**config.mk**
```make
export PLATFORM = sky130hd
export DESIGN_NAME = hs_npu_requantizer
export DESIGN_NICKNAME = d
export VERILOG_FILES = /design/src/rtl/hs_npu_requantizer.sv
export SDC_FILE = /design/constraint.sdc
export NUM_CORES = 2
export LEC_CHECK = 0
export ABC_AREA = 0
export CORE_MARGIN = 2
export CORE_UTILIZATION = 45
export CTS_CLUSTER_SIZE = 40
export DETAILED_ROUTE_END_ITERATION = 10
export GPL_TIMING_DRIVEN = 0
export PLACE_DENSITY_LB_ADDON = 0.08
export SLEW_MARGIN = 30
export SYNTH_ARGS = -nofsm -noshare
export SYNTH_HDL_FRONTEND = slang
export SYNTH_SLANG_ARGS = --single-unit
```
**constraint.sdc**
```tcl
create_clock -name clk -period 17 [get_ports clk]
set_input_delay 2.55 -clock clk [delete_from_list [all_inputs] [get_ports clk]]
set_output_delay 2.55 -clock clk [all_outputs]
set_load 0.05 [all_outputs]
```
**src/rtl/hs_npu_requantizer.sv**
```systemverilog
`default_nettype none
// ============================================================================
//  Module   : hs_npu_requantizer
//  Purpose  : Post-accumulator output stage. Requantizes the int32 accumulator
//             stream to int8 (scale multiply, round-half-up arithmetic shift,
//             zero-point add, saturate). Results are buffered in a small FIFO
//             behind a valid/ready interface. The upstream cannot be stalled,
//             so FIFO overflow drops the sample and sets a sticky flag.
//  Options  : HS_NPU_REQUANT_RELU_EN - when defined, cfg_relu is registered
//             and negative inputs are clamped to zero before the multiply.
//  Revision : 1.0 - initial release
// ============================================================================
module hs_npu_requantizer #(
  parameter int IN_WIDTH    = 32,
  parameter int SCALE_WIDTH = 16,
  parameter int OUT_WIDTH   = 8,
  parameter int FIFO_DEPTH  = 4
) (
  input  logic                   clk,
  input  logic                   rst_n,
  input  logic [IN_WIDTH-1:0]    in_data,
  input  logic                   in_valid,
  input  logic                   cfg_en,
  input  logic [SCALE_WIDTH-1:0] cfg_scale,
  input  logic [4:0]             cfg_shift,
  input  logic [OUT_WIDTH-1:0]   cfg_zp,
  input  logic                   cfg_relu,
  output logic [OUT_WIDTH-1:0]   out_data,
  output logic                   out_valid,
  input  logic                   out_ready,
  output logic                   ovf,
  input  logic                   ovf_clr,
  output logic                   busy
);

  // Product width is exact for a signed x signed multiply; VW leaves headroom
  // for the rounding add and the zero-point add so nothing can wrap.
  localparam int PW = IN_WIDTH + SCALE_WIDTH;
  localparam int VW = PW + 2;
  localparam int AW = $clog2(FIFO_DEPTH);
  localparam logic [AW:0] FULL_CNT = (AW+1)'(FIFO_DEPTH);

  // Configuration registers
  logic [SCALE_WIDTH-1:0] scale_q;
  logic [4:0]             shift_q;
  logic [OUT_WIDTH-1:0]   zp_q;

  // Pipeline registers
  logic                   s1_valid;
  logic [PW-1:0]          s1_prod;
  logic [4:0]             s1_shift;
  logic [OUT_WIDTH-1:0]   s1_zp;
  logic                   s2_valid;
  logic [OUT_WIDTH-1:0]   s2_data;

  // FIFO state
  logic [OUT_WIDTH-1:0]   mem [FIFO_DEPTH];
  logic [AW-1:0]          wr_ptr;
  logic [AW-1:0]          rd_ptr;
  logic [AW:0]            count;

  // Combinational datapath
  logic [IN_WIDTH-1:0]    opnd;
  logic signed [PW-1:0]   opnd_ext;
  logic signed [PW-1:0]   scale_ext;
  logic signed [PW-1:0]   prod;
  logic [PW:0]            rnd;
  logic signed [PW:0]     rsum;
  logic signed [PW:0]     rshift;
  logic [VW-1:0]          v;
  logic [VW-OUT_WIDTH:0]  v_top;
  logic [OUT_WIDTH-1:0]   sat_val;
  logic                   push;
  logic                   pop;
  logic                   full;
  logic                   drop;

  // Configuration load
  always_ff @(posedge clk or negedge rst_n) begin
    if (!rst_n) begin
      scale_q <= '0;
      shift_q <= '0;
      zp_q    <= '0;
    end else if (cfg_en) begin
      scale_q <= cfg_scale;
      shift_q <= cfg_shift;
      zp_q    <= cfg_zp;
    end
  end

`ifdef HS_NPU_REQUANT_RELU_EN
  logic relu_q;

  // ReLU enable register, loaded alongside the other configuration
  always_ff @(posedge clk or negedge rst_n) begin
    if (!rst_n) begin
      relu_q <= 1'b0;
    end else if (cfg_en) begin
      relu_q <= cfg_relu;
    end
  end

  // Clamp negative inputs to zero when ReLU is enabled
  always_comb begin
    opnd = in_data;
    if (relu_q && in_data[IN_WIDTH-1]) begin
      opnd = '0;
    end
  end
`else
  logic unused_cfg_relu;
  assign unused_cfg_relu = cfg_relu;

  // No ReLU in this build: operand is the raw accumulator value
  always_comb begin
    opnd = in_data;
  end
`endif

  // S1 multiply at full product width (sign-extend both operands first)
  always_comb begin
    opnd_ext  = {{SCALE_WIDTH{opnd[IN_WIDTH-1]}}, opnd};
    scale_ext = {{IN_WIDTH{scale_q[SCALE_WIDTH-1]}}, scale_q};
    prod      = opnd_ext * scale_ext;
  end

  // S1 register: product plus the shift/zp that belong to this sample
  always_ff @(posedge clk or negedge rst_n) begin
    if (!rst_n) begin
      s1_valid <= 1'b0;
      s1_prod  <= '0;
      s1_shift <= '0;
      s1_zp    <= '0;
    end else begin
      s1_valid <= in_valid;
      if (in_valid) begin
        s1_prod  <= prod;
        s1_shift <= shift_q;
        s1_zp    <= zp_q;
      end
    end
  end

  // S2 round-half-up shift, zero-point add and saturation
  always_comb begin
    // Rounding constant is 1<<(shift-1); the trailing >>1 yields 0 for shift 0
    rnd     = ({{PW{1'b0}}, 1'b1} << s1_shift) >> 1;
    rsum    = $signed({s1_prod[PW-1], s1_prod}) + $signed(rnd);
    rshift  = rsum >>> s1_shift;
    v       = {rshift[PW], rshift} + {{(VW-OUT_WIDTH){s1_zp[OUT_WIDTH-1]}}, s1_zp};
    v_top   = v[VW-1:OUT_WIDTH-1];
    sat_val = v[OUT_WIDTH-1:0];
    if (!((&v_top) || (~|v_top))) begin
      sat_val = v[VW-1] ? {1'b1, {(OUT_WIDTH-1){1'b0}}}
                        : {1'b0, {(OUT_WIDTH-1){1'b1}}};
    end
  end

  // S2 register: saturated int8 result
  always_ff @(posedge clk or negedge rst_n) begin
    if (!rst_n) begin
      s2_valid <= 1'b0;
      s2_data  <= '0;
    end else begin
      s2_valid <= s1_valid;
      if (s1_valid) begin
        s2_data <= sat_val;
      end
    end
  end

  // FIFO handshake decode; a pop frees a slot for a same-cycle push
  always_comb begin
    full = (count == FULL_CNT);
    pop  = out_valid && out_ready;
    push = s2_valid && (!full || pop);
    drop = s2_valid && full && !pop;
  end

  // FIFO storage; contents are only observable while count is non-zero
  always_ff @(posedge clk) begin
    if (push) begin
      mem[wr_ptr] <= s2_data;
    end
  end

  // FIFO pointers, occupancy and sticky overflow (set wins over clear)
  always_ff @(posedge clk or negedge rst_n) begin
    if (!rst_n) begin
      wr_ptr <= '0;
      rd_ptr <= '0;
      count  <= '0;
      ovf    <= 1'b0;
    end else begin
      if (push) begin
        wr_ptr <= wr_ptr + AW'(1);
      end
      if (pop) begin
        rd_ptr <= rd_ptr + AW'(1);
      end
      case ({push, pop})
        2'b10:   count <= count + (AW+1)'(1);
        2'b01:   count <= count - (AW+1)'(1);
        default: count <= count;
      endcase
      if (drop) begin
        ovf <= 1'b1;
      end else if (ovf_clr) begin
        ovf <= 1'b0;
      end
    end
  end

  // Output view: head of FIFO, forced to zero when empty
  always_comb begin
    out_valid = (count != '0);
    out_data  = out_valid ? mem[rd_ptr] : '0;
    busy      = s1_valid || s2_valid || out_valid;
  end

endmodule
`default_nettype wire
```
* After elaboration in Yosys (flattened, before gate mapping)
Memory sizes are Yosys's and may differ from the RTL's.
Index checks and enable logic that the tools add are counted.
** Word-level totals
- Input port bits :: 68
- Register bits after elaboration :: 108
- RAM bits :: 32
- Memories kept :: 1
- Bits in read-only memories :: 0
- Latch bits :: 0
** Memory list
- mem :: depth 4, bits a word 8, rd ports 1, clocked after Yosys merged registers in 0, write ports 1, RTL line 57 : logic [OUT_WIDTH-1:0] mem [FIFO_DEPTH];
** Cells by class
- Add/subtract/negate cells :: 6
- Shift-type cells :: 2
- Muxes and demuxes :: 8
- Reduce and logical (&&, ||, !) cells :: 16
- $mul :: 1
- Divide/modulo/power cells :: 0
- Bitwise logic cells :: 0
- Equality and inequality tests :: 3
- $lt $le $gt $ge :: 0
** Operator list (count)
- 49-bit by 8-bit adder with 50-bit output :: 1
- 48-bit by 49-bit adder with 49-bit output :: 1
- 1-bit by 5-bit left shift with 49-bit output, first input constant :: 1
- 49-bit by 5-bit >>> shifter with 49-bit output :: 1
- 32-bit by 16-bit multiplier with 48-bit output :: 1
- 43-bit AND reduction :: 1
- 43-bit OR reduction :: 1
- 8-bit 2-to-1 mux :: 3
- 3-bit case mux with 2 select lines :: 1
- 2-bit by 1-bit adder with 2-bit output, second input constant :: 2
- 1-bit logical AND :: 4
- 1-bit logical OR :: 4
- 1-bit 2-to-1 mux :: 4
- 2-bit nonzero test :: 2
- 3-bit by 1-bit adder with 3-bit output, second input constant :: 1
- 3-bit equality test, second input constant :: 1
- 1-bit logical NOT :: 3
- 3-bit nonzero test :: 1
- 3-bit by 1-bit subtractor with 3-bit output, second input constant :: 1
- 2-bit by 1-bit equality test with 1-bit output, second input constant :: 1
- 2-bit equality test, second input constant :: 1

* Logic depth before layout (Yosys ltp)
- Depth in word-level cells :: 8
- Gate-level depth with buffers :: 36
- Gate-level depth less buffers :: 32

* Worst setup path after synthesis
Ideal clock, no wire load.
- Kind :: input port to flip-flop
- Start point :: input port in_data[10]
- End point :: register s1_prod[46]
- Arrival time :: 8946 ps
- Setup time :: 125 ps
- Slack :: 7930 ps
- Stages :: 26
- Path buffers :: 1
- Cells stage by stage :: clkbuf_1 > nand2_1 > fa_1 > inv_1 > fa_1 > inv_1 > fa_1 > fa_1 > inv_1 > fa_1 > inv_1 > fa_1 > inv_1 > ha_1 > and4_1 > nand2_1 > nor3_1 > o21ai_0 > a311oi_1 > a211oi_1 > or2_2 > o221a_2 > a21bo_2 > o21ai_0 > xor2_1 > mux2_2
** Between the ends
- Word-level cells in the longest chain between the ends :: 1
** RTL lines
- start: declaration :: RTL line 21 : input logic [IN_WIDTH-1:0] in_data,
- 32-bit by 16-bit multiplier with 48-bit output :: RTL line 124 : prod = opnd_ext * scale_ext;
- end signal: assignment :: RTL line 137 : s1_prod <= prod;
- end: declaration :: RTL line 50 : logic [PW-1:0] s1_prod;
Every way passes these cells.
A chain may end at the register's enable or synchronous reset.

* Worst setup path after layout
- Start point :: register s1_shift[0]
- End point :: register s2_data[5]
** Between the ends
- Word-level cells in the longest chain between the ends :: 8
- Elaborated cells on any way between the ends :: 10
- Those cells by class :: 2 x add/sub; 2 x shift; 2 x mux; 4 x reduce/logical
** RTL lines
- start: declaration :: RTL line 51 : logic [4:0] s1_shift;
- start signal: assignment :: RTL line 138 : s1_shift <= shift_q;
- 1-bit by 5-bit left shift with 49-bit output :: RTL line 147 : rnd = ({{PW{1'b0}}, 1'b1} << s1_shift) >> 1;
- 48-bit by 49-bit adder with 49-bit output :: RTL line 148 : rsum = $signed({s1_prod[PW-1], s1_prod}) + $signed(rnd);
- 49-bit by 5-bit >>> shifter with 49-bit output (*) :: RTL line 149 : rshift = rsum >>> s1_shift;
- 49-bit by 8-bit adder with 50-bit output (*) :: RTL line 150 : v = {rshift[PW], rshift} + {{(VW-OUT_WIDTH){s1_zp[OUT_WIDTH-1]}}, s1_zp};
- 43-bit OR reduction :: RTL line 153 : if (!((&v_top) || (~|v_top))) begin
- 1-bit logical NOT :: RTL line 153
- 1-bit logical OR :: RTL line 153
- 8-bit 2-to-1 mux (*) :: RTL line 153
- end signal: assignment :: RTL line 167 : s2_data <= sat_val;
- end: declaration :: RTL line 54 : logic [OUT_WIDTH-1:0] s2_data;
Mark *: on every way between the ends. The rest lies on a longest branch, timed or not.

==> metrics <==
Wirelength per Cell=22.4 um; Hold Path Cell Cnt=0; initial antenna violation count=9; cts hold-fix bufs=0; grt total ovfl=0; worst-margin pin slew=1.10 ns; global-route wire length before repair=168 mm; Rel. slew slack=26.4%; Pre-antenna DRT Iters=5; design area=35000 um^2; Crit Path Max Fanout=10; Placed Instance Area=34300 um^2; Worst Hold Margin=0.426 ns; Achievable Freq=89.6 MHz; average size of a mapped cell=8.69 um^2; Setup Total Neg Slack=0 ns; top cells by count, synth=inv_1, fa_1, nand2_1; register bit total from synthesis=140; final count of hold timing violations=0; register area share after synthesis=11.3%; DR vias=27500; synth warn=0; clk_lat worst skew=0.49 ns; TritonCTS clock tree=done; final non-filler cell total=4782; hpwl dp=88.6 mm; CP Launch Type=flop; Routed WL=107 mm; root buf cell=clkbuf_16; cells after synthesis=3720; num ports=79; nets@finish=4573; Die W=272 um; Synth cell types=106; CP max stage delay=0.63 ns; Mapped Area=32300 um^2; top cell type's share of synthesized area=30.3%; post-synth top area cell=fa_1; final period utilization=65.7%; Area contributors post-synth=fa_1, dfrtp_1, ha_1; most frequent cell after synthesis=inv_1; Final Setup Violations=0; site row count=98; Setup Crit Path Kind=flop to flop; Setup crit end kind=flop; post-placement cell count=4748; core area=71400 um^2; CP required=17.40 ns; Slew Viols, Final=0; RSZ-0062 raised after global routing=false; Max Clock Skew=0.0268 ns; worst r2r src=s1_shift[0]$_DFFE_PN0P_; layout cells sized above 1=6.27%; H-tree levels=4; Period minus WS final=11.16 ns; total track usage=29.8%; clk buf depth=2; Post-synth EDFFs=32; post-CTS sizing=0; Crit. Startpoint=s1_shift[0]$_DFFE_PN0P_; ys flop type=dfrtp_1; CTS sink count=140; clk slew on worst S/H paths=0.09 ns; drt via density=5.74; Post-synth ARST share=77.1%; overall die area=74000 um^2; CTS buffer count=17; Worst Reg-to-Reg Cells=33; routability cong.=0.955; DR iter-0 viols=2092; port bufs=76; net count after synthesis=4476; status=completed; hold path startpoint=s1_valid$_DFF_PN0_; max-cap viol count=0; largest net degree at the start of global routing=64; area grow syn2layout=8.18%; vias in the first global route=28200; worst path arrival time=11.56 ns; Min-Delay Path Class=flop to flop; Post-CTS Setup Repair Bufs=0; Initial Utilization=45.3%; Remaining DRCs=0; Die Height=272 um; ANT nets after route=0; slowest CP cell=a2111oi_4
[critical path, delay by kind of cell (launching register included)]
kind | cells | cell delay [ns]
simple gates | 8 | 2.08
compound gates | 16 | 5.14
fa+ha+maj | 3 | 1.01
mux | 2 | 0.75
flops | 1 | 0.44
buf+inv | 4 | 1.63
[area by class of cell]
cell class              count  area [um^2]
flip-flops and latches    140         3660
clock inverters            15          195
multi-input cells        2829        25800
repair buffers             78          813
clock buffers              17          425
plain buffers             199          812
well taps                 950         1190
inverters                 552         2070
fillers                  7147        36400
diodes                      2         5.00
[cell families (layout without fill, tap and decap cells)]
logic type / count (synthesis) / in the layout / synth area share (%)
AO/OA/AOI/OAI: 670 / 670 / 14.3
XOR/XNOR: 127 / 127 / 3.44
adder cells (fa/ha/maj): 688 / 688 / 38.0
buffers and inverters: 751 / 861 / 8.89
flip-flops: 140 / 140 / 11.3
multiplexers: 178 / 178 / 6.70
other: 0 / 2 / 0
AND/OR/NAND/NOR: 1166 / 1166 / 17.4
[sequential cells by signal (all words and copies together) (netlist names), 5 cells and up]
register	count
s1_prod	48
scale_q	16
shift_q	5
mem	32
s1_zp	8
s1_shift	5
zp_q	8
s2_data	8
[worst paths after layout]
path                       slack (ns)                       to
setup / recovery                 5.84   s2_data[5]$_DFFE_PN0P_
hold / removal                   0.43       s2_valid$_DFF_PN0_
setup reg to reg                 5.84   s2_data[5]$_DFFE_PN0P_
hold reg to reg                  0.43       s2_valid$_DFF_PN0_
max in group asynchronous       14.27  s1_prod[41]$_DFFE_PN0P_
min in group asynchronous        1.97     count[0]$_DFFE_PN0P_
[per-stage QoR]
step                      setup slack (ns)  util [%]
after floorplan                       7.93         -
after global placement                5.65      48.0
after detailed placement              5.70      48.1
after CTS                             5.87      49.0
after global routing                  5.15      49.0
final                                 5.84      49.0
[placed cells by master (no fill, tap or decap), drive strengths merged, types with 68 or more instances in the layout]
master / instances
nand2: 487
fa: 489
nor2: 183
a21oi: 174
inv: 557
and2: 204
clkbuf: 181
a21o: 68
dfrtp: 108
clkdlybuf4s50: 75
xnor2: 90
mux2: 98
ha: 199
o21ai: 124
[layer usage]
layer | up-vias | GRT usage, % | share of wire [%] | wire [um]
met5 | - | 0 | 0.041 | 44
met1 | 13800 | 39.8 | 43 | 46100
met2 | 919 | 49.4 | 47 | 49900
met4 | 4 | 10.9 | 4.1 | 4420
li1 | 12500 | - | - | -
met3 | 191 | 3.99 | 6.1 | 6530
Power is left out: the tool's default activity adds up to more than one toggle a clock period on the data nets, which glitch-free logic cannot reach.
